$ cat config.mk
export PLATFORM = sky130hd
export DESIGN_NAME = shiftregister_universal
export DESIGN_NICKNAME = d
export VERILOG_FILES = /design/src/rtl/shiftregister_pkg.sv /design/src/rtl/shiftregister_nextstate.sv /design/src/rtl/shiftregister_universal.sv
export SDC_FILE = /design/constraint.sdc
export NUM_CORES = 1
export LEC_CHECK = 0
export ABC_AREA = 1
export BUFFER_PORTS_ARGS = -buffer_cell sky130_fd_sc_hd__buf_2
export CAP_MARGIN = 25
export CORE_UTILIZATION = 42
export DETAILED_ROUTE_END_ITERATION = 8
export PLACE_DENSITY = 0.71
export SLEW_MARGIN = 20
export SYNTH_ARGS = -nofsm -noshare
export SYNTH_HDL_FRONTEND = slang
export SYNTH_HIERARCHICAL = 1
export SYNTH_SLANG_ARGS = --single-unit
export TNS_END_PERCENT = 30
$ cat constraint.sdc
create_clock -name clockpulse -period 1.9 [get_ports clockpulse]
set_clock_uncertainty 0.05 [all_clocks]
set_input_delay 0.095 -clock clockpulse [delete_from_list [all_inputs] [get_ports clockpulse]]
set_output_delay 0.095 -clock clockpulse [all_outputs]
set_load 0.05 [all_outputs]
$ cat src/rtl/shiftregister_pkg.sv
// Shared encodings for the universal shift register: operation modes and burst FSM states.
package shiftregister_pkg;

  localparam int MODE_W = 3;

  typedef enum logic [MODE_W-1:0] {
    MODE_HOLD        = 3'd0,
    MODE_SHIFT_UP    = 3'd1,
    MODE_SHIFT_DOWN  = 3'd2,
    MODE_ROTATE_UP   = 3'd3,
    MODE_ROTATE_DOWN = 3'd4,
    MODE_LOAD        = 3'd5
  } mode_t;

  typedef enum logic {
    ST_IDLE  = 1'b0,
    ST_BURST = 1'b1
  } state_t;

endpackage

$ cat src/rtl/shiftregister_nextstate.sv
// Combinational next-value function of the register for one operation.
module shiftregister_nextstate
  import shiftregister_pkg::*;
#(
  parameter int WIDTH = 6
) (
  input  logic [WIDTH-1:0]  out,
  input  logic [MODE_W-1:0] mode,
  input  logic              serialInputLow,
  input  logic              serialInputHigh,
  input  logic [WIDTH-1:0]  preset,
  output logic [WIDTH-1:0]  nextOut
);

  // Encodings 6 and 7 fall through to the default and behave as HOLD.
  always_comb begin
    nextOut = out;
    case (mode)
      MODE_SHIFT_UP:    nextOut = {out[WIDTH-2:0], serialInputLow};
      MODE_SHIFT_DOWN:  nextOut = {serialInputHigh, out[WIDTH-1:1]};
      MODE_ROTATE_UP:   nextOut = {out[WIDTH-2:0], out[WIDTH-1]};
      MODE_ROTATE_DOWN: nextOut = {out[0], out[WIDTH-1:1]};
      MODE_LOAD:        nextOut = preset;
      default:          nextOut = out;
    endcase
  end

endmodule

$ cat src/rtl/shiftregister_universal.sv
// Universal shift register: free-running shift/rotate/load in IDLE, plus a counted
// burst started by a single pulse with busy/done handshake.
module shiftregister_universal
  import shiftregister_pkg::*;
#(
  parameter int WIDTH = 6,
  localparam int CW = $clog2(WIDTH + 1)
) (
  input  logic              clockpulse,
  input  logic              clear,
  input  logic [MODE_W-1:0] mode,
  input  logic              serialInputLow,
  input  logic              serialInputHigh,
  input  logic [WIDTH-1:0]  preset,
  input  logic              start,
  input  logic [CW-1:0]     shiftCount,
  output logic [WIDTH-1:0]  out,
  output logic [WIDTH-1:0]  notout,
  output logic              serialOutHigh,
  output logic              serialOutLow,
  output logic              busy,
  output logic              done
);

  state_t              state, stateNext;
  logic [CW-1:0]       count, countNext, satCount;
  logic [MODE_W-1:0]   burstMode, burstModeNext, opMode;
  logic [WIDTH-1:0]    outReg, outNext, shifted;
  logic                doneReg, doneNext;

  assign satCount = (shiftCount > CW'(WIDTH)) ? CW'(WIDTH) : shiftCount;

  // A burst runs on the mode latched at start; the live mode only drives IDLE.
  assign opMode = (state == ST_BURST) ? burstMode : mode;

  shiftregister_nextstate #(
    .WIDTH(WIDTH)
  ) u_nextstate (
    .out             (outReg),
    .mode            (opMode),
    .serialInputLow  (serialInputLow),
    .serialInputHigh (serialInputHigh),
    .preset          (preset),
    .nextOut         (shifted)
  );

  always_ff @(posedge clockpulse) begin
    if (clear) begin
      state     <= ST_IDLE;
      count     <= '0;
      burstMode <= MODE_HOLD;
      outReg    <= '0;
      doneReg   <= 1'b0;
    end else begin
      state     <= stateNext;
      count     <= countNext;
      burstMode <= burstModeNext;
      outReg    <= outNext;
      doneReg   <= doneNext;
    end
  end

  always_comb begin
    stateNext     = state;
    countNext     = count;
    burstModeNext = burstMode;
    outNext       = outReg;
    doneNext      = 1'b0;
    case (state)
      ST_IDLE: begin
        if (start) begin
          burstModeNext = mode;
          countNext     = satCount;
          if (satCount == '0) begin
            doneNext = 1'b1;
          end else begin
            stateNext = ST_BURST;
          end
        end else begin
          outNext = shifted;
        end
      end
      ST_BURST: begin
        outNext   = shifted;
        countNext = count - CW'(1);
        if (count == CW'(1)) begin
          stateNext = ST_IDLE;
          doneNext  = 1'b1;
        end
      end
      default: stateNext = ST_IDLE;
    endcase
  end

  assign out           = outReg;
  assign notout        = ~outReg;
  assign serialOutHigh = outReg[WIDTH-1];
  assign serialOutLow  = outReg[0];
  assign busy          = (state == ST_BURST);
  assign done          = doneReg;

endmodule

==> results of run 1 <==
-- through the flow --
step / power [mW] / std cells / cell area (sq um) / util (%)
final: 0.9949 / 231 / 1277 / 56.66
after CTS: 0.9856 / 227 / 1239 / 54.94
after global placement: 0.7974 / 222 / 1202 / 53.33
after global routing: 1.063 / 231 / 1277 / 56.66
after floorplan: 0.7076 / 166 / 1035 / -
after detailed placement: 0.8029 / 222 / 1202 / 53.33
-- path summary, 6_finish.rpt --
| check | startpoint | slack, ns | end | cells after the start |
|---|---|---|---|---|
| setup / recovery | busy$_SDFF_PP0_ | 0.17 | out[3]$_SDFFE_PP0N_ | 12 |
| hold / removal | shiftCount[0] | 0.04 | count[0]$_SDFFE_PP0P_ | 3 |
| setup reg to reg | busy$_SDFF_PP0_ | 0.17 | out[3]$_SDFFE_PP0N_ | 12 |
| hold reg to reg | burstMode[1]$_SDFFE_PP0P_ | 0.41 | burstMode[1]$_SDFFE_PP0P_ | 2 |
-- flip-flops by register name (all words and copies together) (netlist names) --
signal,count
out,6
burstMode,3
done,1
busy,1
count,3
-- logic make-up (layout without fill, tap and decap cells) --
kind of cell | count (synthesis) | count (layout)
adder cells (fa/ha/maj) | 2 | 2
AO/OA/AOI/OAI | 26 | 26
buffers and inverters | 30 | 67
AND/OR/NAND/NOR | 94 | 94
flip-flops | 14 | 14
-- placed cells by master, fill, tap and decap left out, types with 2 or more instances in the layout --
cell type / synthesis / layout
o21ai_0: 13 / 10
nor2_4: 2 / 2
ha_1: 2 / 2
a21oi_1: 13 / 13
clkbuf_4: 0 / 3
buf_4: 2 / 8
o21ai_2: 0 / 2
nand3_1: 17 / 17
dfxtp_1: 14 / 13
nand2_1: 45 / 45
nand4_1: 18 / 18
inv_1: 19 / 19
buf_2: 4 / 32
inv_2: 3 / 2
nor2_1: 9 / 8
-- area by class of cell --
| class | instances | area share [%] |
|---|---|---|
| multi-input cells | 122 | 48.29 |
| flip-flops and latches | 14 | 22.23 |
| repair buffers | 41 | 18.02 |
| inverters | 22 | 6.660 |
| well taps | 28 | 2.742 |
| clock buffers | 4 | 2.057 |
-- worst register-to-register path, delay by kind of cell (launching register included) --
family          cells  cell delay, ns
buf+inv             3            0.42
flops               1            0.39
simple gates        6            0.51
compound gates      3            0.29
-- power by group --
group | leakage [nW] | total, mW | switching [mW] | internal (mW)
logic | 0.525 | 0.453 | 0.320 | 0.134
clock network | 0.0150 | 0.176 | 0.0950 | 0.0813
registers | 0.116 | 0.365 | 0.0404 | 0.325
total | 0.656 | 0.995 | 0.455 | 0.540
-- layer usage --
layer | vias to the layer above | part of all wire, %
met1 | 523 | 43
met2 | 52 | 49
met3 | 6 | 7.0
met5 | - | 0
met4 | 0 | 0.69
li1 | 626 | -
-- repair_timing --
item                                   in CTS  in global routing
setup endpoints to repair                   0                  6
endpoints found under the hold margin       4                  0
setup buffers                               0                  4
resized for setup                           0                  4
hold buffers                                1                  0
==> run metrics, run 1 <==
status=finished, final reports clean; Final Max Slew Viols=0; Pwr Density=778.8 nW/um^2; XOR/XNOR Fraction of Synth Area=0%; Root Driver=clkbuf_4; core region area=2255 sq um; Synth Warn #=6; register area=284.0 sq um; final net count=223; Worst EP arrival=1.89 ns; Synth Register Bits=14; GRT busiest layer=met2; compound-cell area share of the yosys netlist=12.67%; ranking of synthesized cells by area=dfxtp_1, nand2_1, nand4_1; CP top delay family=simple AND/OR/NAND/NOR gates; largest net degree at the start of global routing=17; P_leak=0.6563 nW; total congestion overflow=0; first-pass GRT wire length=4236 um; Rel. slew slack=78.32%; max cap viols=0; Post-synth EDFFs=0; Fin Setup TNS=0 ns; most used cell, CP=nand2_1; mux contribution to synthesized area=0%; CP Buf/Inv Count=3; critical-path cell list=inv_4 > nand2_1 > o21ai_1 > buf_4 > inv_1 > nand2_1 > nand2_2 > nor2_4 > nand2_1 > nand3_1 > o21ai_0 > a21oi_1; vias in the first global route=1027; Synth Flop Type=dfxtp_1; clock sink count=14; via count=1207; Startpoint Class=flip-flop; P&R area growth vs syn=24.36%; final setup margin=0.1650 ns; mapped cell area=1027 sq um; WS Path Type=reg2reg; Die Wd=51.46 um; Final Cycle Share=91.31%; Synth async-reset ratio=0%; site row count=17; clk buf depth=2; Worst Setup End Kind=flip-flop; Post-synth top cells=nand2_1, inv_1, nand4_1; crit-path max FO=10; Final ANT Viol Nets=0; area of the multi-input gates=616.8 sq um; Initial Util=45.56%; CTS tree=done; Skew-Pair Late Insertion Delay=0.27 ns; VDD IR max=0.0005331 V; Synth Net Count=185; Die Height=51.46 um; main combinational cell family by area after synthesis=simple AND/OR/NAND/NOR gates; Die ar.=2648 sq um; Wirelength per Cell=11.27 um; sequential element share of the synthesized area=27.28%; Total Routing Usage GR=21.00%; Yosys cell types=17; count leader, synth=nand2_1; layout cell share with drive strength beyond 1=26.60%; Total Wirelength=2603 um; Syn Area/Cell=6.188 sq um; initial antenna violation count=0; grt met2 use=36.15%; Post-Synth Adder-Cell Area=2.436%; RSZ-0062 raised after global routing=no; slowest stage delay, CP=0.39 ns; Cells after Synth=166; routed vias/inst=5.225; Simple-Gate Fraction of Synth Area=43.97%; Num CTS Buffers=3; DR iter-0 viols=36; DR pass1 iterations=4; Final Hold Fails=0; Crit-path slowest cell=dfxtp_4; met3 GRT Util=2.083%; largest area contributor in the netlist=dfxtp_1; Yosys top cell area share=27.28%; GR Util met1=27.11%; fmax=0.5764 GHz; post-route minimum period=1.735 ns; Ports=33; worst slew pin tran=0.3245 ns; Fin Hold WS=0.04343 ns; dpl ws=0.05230 ns; setup violators final=0; Final Wtd Congestion=0.9195; Critical Path RT=2.06 ns; CTS H-Tree Depth=1; fill count=232; clock slew at reported path FFs=0.09 ns; ANT cells=0; Residual DRC=0; number of port buffers=32; dpl hpwl=1917 um; min-delay worst type=in2reg
Power figures use the tool's default switching activity.
==> run 2, diff against run 1 <==
Settings changed: PLACE_DENSITY 0.71 to 0.73.
==> run 2 against run 1 <==
  * Worst setup slack better by 0.038 ns
  * Clock power is 26% higher
  * Design area is 2.0% higher
  * Critical path type unchanged
  * Critical endpoint is now out[4]$_SDFFE_PP0N_
  * Highest routed layer unchanged
==> run metrics, run 2 (synthesis gave the netlist of run 1 again) <==
worst slew pin tran=0.3210 ns; vias in the first global route=1036; final net count=224; final setup margin=0.2033 ns; final core occ=57.77%; routed vias/inst=5.272; total congestion overflow=0; clock slew at reported path FFs=0.09 ns; reg2reg path depth=12; Fin Setup TNS=0 ns; clock sink count=14; flop2flop setup slack=0.20 ns; CTS tree=done; most frequent cells in the layout=nand2_1, buf_2, inv_1, nand4_1, nand3_1; crit-path max FO=10; Final Wtd Congestion=0.8956; WS Path Type=reg2reg; Pwr Density=805.7 nW/um^2; fin area=1303 sq um; DR iter-0 viols=48; post-route minimum period=1.697 ns; fill count=232; Final Max Slew Viols=0; hold path start=shiftCount[0]; Root Driver=clkbuf_4; Residual DRC=0; Final Non-Filler Cells=232; Worst Setup End Kind=flip-flop; max reg flops=6; Wirelength per Cell=11.76 um; hold path depth=3; Critical Path RT=2.07 ns; Die Wd=51.46 um; Total Wirelength=2728 um; max cap viols=0; Ports=33; dpl hpwl=1991 um; Min-Delay Endpoint=count[0]$_SDFFE_PP0P_; most common cell after layout, fill and taps aside=nand2_1; Num CTS Buffers=3; Final Hold Fails=0; Total Routing Usage GR=21.53%; placed insts=222; Initial Util=45.56%; P_leak=0.6680 nW; DR pass1 iterations=4; layout cell share with drive strength beyond 1=27.94%; RSZ-0062 raised after global routing=no; first-pass GRT wire length=4333 um; initial antenna violation count=0; setup violators final=0; Startpoint Class=flip-flop; Final ANT Viol Nets=0; min-delay worst type=in2reg; Tot Pwr=1.049 mW; ANT cells=0; P&R area growth vs syn=26.80%; Fin Hold WS=0.03711 ns; core region area=2255 sq um; via count=1223; Worst EP arrival=1.87 ns; fmax=0.5894 GHz; dpl ws=0.08435 ns; CTS H-Tree Depth=1; Rel. slew slack=78.55%; clk buf depth=2; Final Cycle Share=89.30%; status=finished, final reports clean; largest net degree at the start of global routing=17; Die ar.=2648 sq um; RR Startpoint=busy$_SDFF_PP0_; Die Height=51.46 um; VDD IR max=0.0005585 V; worst r2r dst=out[4]$_SDFFE_PP0N_; number of port buffers=32; site row count=17; Placed Area=1202 sq um; Skew-Pair Late Insertion Delay=0.28 ns
==> run 2: cell count changes in the layout (fill, tap and decap cells not counted), sizes merged <==
cell	change
buf	+1
==> run 2: worst max path at each step <==
stage	from	to	slack (ns)	cells after the start
2_1_floorplan	busy$_SDFF_PP0_	out[5]$_SDFFE_PP0N_	0.10	9
3_3_place_gp	busy$_SDFF_PP0_	out[2]$_SDFFE_PP0N_	0.15	12
3_5_place_dp	busy$_SDFF_PP0_	out[4]$_SDFFE_PP0N_	0.08	12
4_1_cts	busy$_SDFF_PP0_	out[4]$_SDFFE_PP0N_	0.05	12
5_1_grt	busy$_SDFF_PP0_	out[2]$_SDFFE_PP0N_	0.01	11
6_report	busy$_SDFF_PP0_	out[4]$_SDFFE_PP0N_	0.20	12
==> run 2: area by class of cell <==
type                            instances  area, sq um  share of cell area, %
Clock buffer                            4        36.28                  2.786
Inverter                               22        85.08                  6.532
Multi-Input combinational cell        122        624.3                  47.93
Sequential cell                        14        284.0                  21.81
Tap cell                               28        35.03                  2.690
Timing Repair Buffer                   42        237.7                  18.25
==> run 2: critical path: stages (launching register included) <==
cell,delay (ns)
dfxtp_4,0.40
inv_4,0.07
nand2_1,0.05
o21ai_0,0.07
buf_4,0.17
buf_4,0.14
nand2_1,0.07
nand2_2,0.07
nor2_4,0.16
nand2_1,0.07
nand3_1,0.09
o21ai_0,0.08
a21oi_1,0.13
==> run 2: timing repair <==
item,4_1_cts,5_1_grt
gates resized for setup,0,5
buffers inserted,0,5
setup endpoints to repair,0,6
hold buffers,1,0
hold endpoints to repair,4,0
==> run 2: report_power, final <==
part	switching, mW	internal (mW)
Sequential	0.0415	0.325
Combinational	0.325	0.137
Clock	0.104	0.117
Total	0.471	0.579
==> run 2: metal layers <==
layer	track usage (%)	routed length, um	vias up
met5	0	0	-
li1	-	-	628
met4	8.108	43	0
met2	37.45	1315	58
met1	27.08	1148	531
met3	2.083	221	6
==> run 3, diff against run 2 <==
Settings changed: CORE_UTILIZATION 42 to 40, PLACE_DENSITY 0.73 to 0.7.
==> run 3 against run 2 <==
  * Sequential share of layout area shrank 0.57 points
  * Design area grew 2.7%
  * Routed wire length rose by 1.3%
  * Combinational power rose by 4%
  * Non-clock buffer count grew 1
  * Hold slack better by 0.0026 ns
  * Die area is 4.8% higher
  * Highest routed layer is now met3
==> run metrics, run 3 (synthesis gave the netlist of run 1 again) <==
status=finished, final reports clean; Worst Setup End Kind=flip-flop; core region area=2318 sq um; reg2reg path depth=11; largest net degree at the start of global routing=17; clock sink count=14; P_leak=0.6734 nW; number of port buffers=32; crit-path max FO=10; P&R area growth vs syn=30.21%; Rel. slew slack=77.66%; Startpoint Class=flip-flop; clock slew at reported path FFs=0.09 ns; Die ar.=2775 sq um; fin area=1338 sq um; hold path start=shiftCount[0]; Final Hold Fails=0; fmax=0.5601 GHz; first-pass GRT wire length=4422 um; Die Height=52.68 um; placed insts=222; DR iter-0 viols=46; hold path depth=3; final core occ=57.69%; Critical Path RT=2.01 ns; CTS H-Tree Depth=1; Final Wtd Congestion=0.8658; Num CTS Buffers=3; post-route minimum period=1.786 ns; Die Wd=52.68 um; Final Cycle Share=93.98%; Critical path origin=busy$_SDFF_PP0_; final net count=225; Final Max Slew Viols=0; max cap viols=0; RR Startpoint=busy$_SDFF_PP0_; CTS tree=done; ANT cells=0; fill count=233; Total Routing Usage GR=21.53%; Residual DRC=0; Final ANT Viol Nets=0; GR Util met1=26.13%; Wirelength per Cell=11.86 um; slowest stage delay, CP=0.42 ns; site row count=17; GRT busiest layer=met2; min-delay worst type=in2reg; layout cell share with drive strength beyond 1=29.27%; WS Path Type=reg2reg; vias in the first global route=1057; via count=1234; initial antenna violation count=0; total congestion overflow=0; VDD IR max=0.0005379 V; Final Non-Filler Cells=233; Placed Area=1202 sq um; setup violators final=0; dpl hpwl=2030 um; Total Wirelength=2763 um; Initial Util=44.31%; DR pass1 iterations=4; worst slew pin tran=0.3344 ns; Worst EP arrival=1.90 ns; most common cell after layout, fill and taps aside=nand2_1; max reg flops=6; Ports=33; routed vias/inst=5.296; Skew-Pair Late Insertion Delay=0.28 ns; met3 GRT Util=1.739%; Root Driver=clkbuf_4; Pwr Density=793.1 nW/um^2; most frequent cells in the layout=nand2_1, buf_2, inv_1, nand4_1, nand3_1; grt met2 use=39.45%; clk buf depth=2; critical-path cell list=inv_6 > o21ai_2 > buf_6 > clkinvlp_4 > buf_4 > nand4_1 > nand2_1 > nor2_1 > nand3_1 > o21ai_0 > a21oi_1; Crit-path slowest cell=dfxtp_4
==> run 3: changes by cell type in the layout (fill, tap and decap cells not counted) <==
cell | previous run | this run
buf_4 | 9 | 8
buf_6 | 0 | 1
clkdlybuf4s15_2 | 0 | 1
clkinvlp_4 | 0 | 1
inv_2 | 3 | 2
inv_4 | 1 | 0
inv_6 | 0 | 1
nand2_1 | 45 | 44
nand2_2 | 1 | 2
o21ai_0 | 11 | 9
o21ai_1 | 0 | 1
o21ai_4 | 1 | 2
==> run 3: layer usage <==
metal / vias up / part of all wire (%)
met5: - / 0
met4: 0 / 0
met3: 0 / 5.1
met2: 38 / 51
met1: 563 / 44
li1: 633 / -
==> run 3: report_power, final <==
group	internal, mW	switching, mW
registers	0.325	0.0419
clock network	0.116	0.0991
logic	0.145	0.333
total	0.586	0.474
==> run 3: what timing repair did <==
item,CTS,global route
hold endpoints to repair,4,0
hold buffers,1,0
setup endpoints to repair,0,6
resized for setup,0,12
setup buffers,0,5
==> run 3: worst paths after layout <==
check        slack (ns)                         to
min reg2reg        0.43  burstMode[1]$_SDFFE_PP0P_
max                0.11        out[0]$_SDFFE_PP0N_
min                0.04      count[0]$_SDFFE_PP0P_
max reg2reg        0.11        out[0]$_SDFFE_PP0N_
==> run 3: final cells by class <==
| cell class | instances | area [sq um] | share of cell area [%] |
|---|---|---|---|
| multi-input combinational | 122 | 638.1 | 47.71 |
| tap | 28 | 35.03 | 2.619 |
| inverter | 22 | 91.34 | 6.829 |
| timing repair buffer | 43 | 252.7 | 18.90 |
| clock buffer | 4 | 36.28 | 2.713 |
| sequential | 14 | 284.0 | 21.23 |
==> run 3: worst max-delay path: cells and delay by family (launching register included) <==
kind,cells,cell delay [ns]
buf+inv,4,0.53
flops,1,0.42
simple gates,4,0.27
compound gates,3,0.39
==> run 3: stage by stage <==
step / hold slack (ns) / power (mW) / worst slack, ns / setup TNS [ns]
floorplan: 0.1044 / 0.7076 / 0.1043 / 0
global placement: 0.2584 / 0.7980 / 0.1157 / 0
detailed placement: 0.2647 / 0.8070 / 0.05263 / 0
CTS: 0.03040 / 1.028 / 0.02359 / 0
global route: 0.06214 / 1.128 / -0.01815 / -0.04298
finish: 0.03967 / 1.061 / 0.1145 / 0
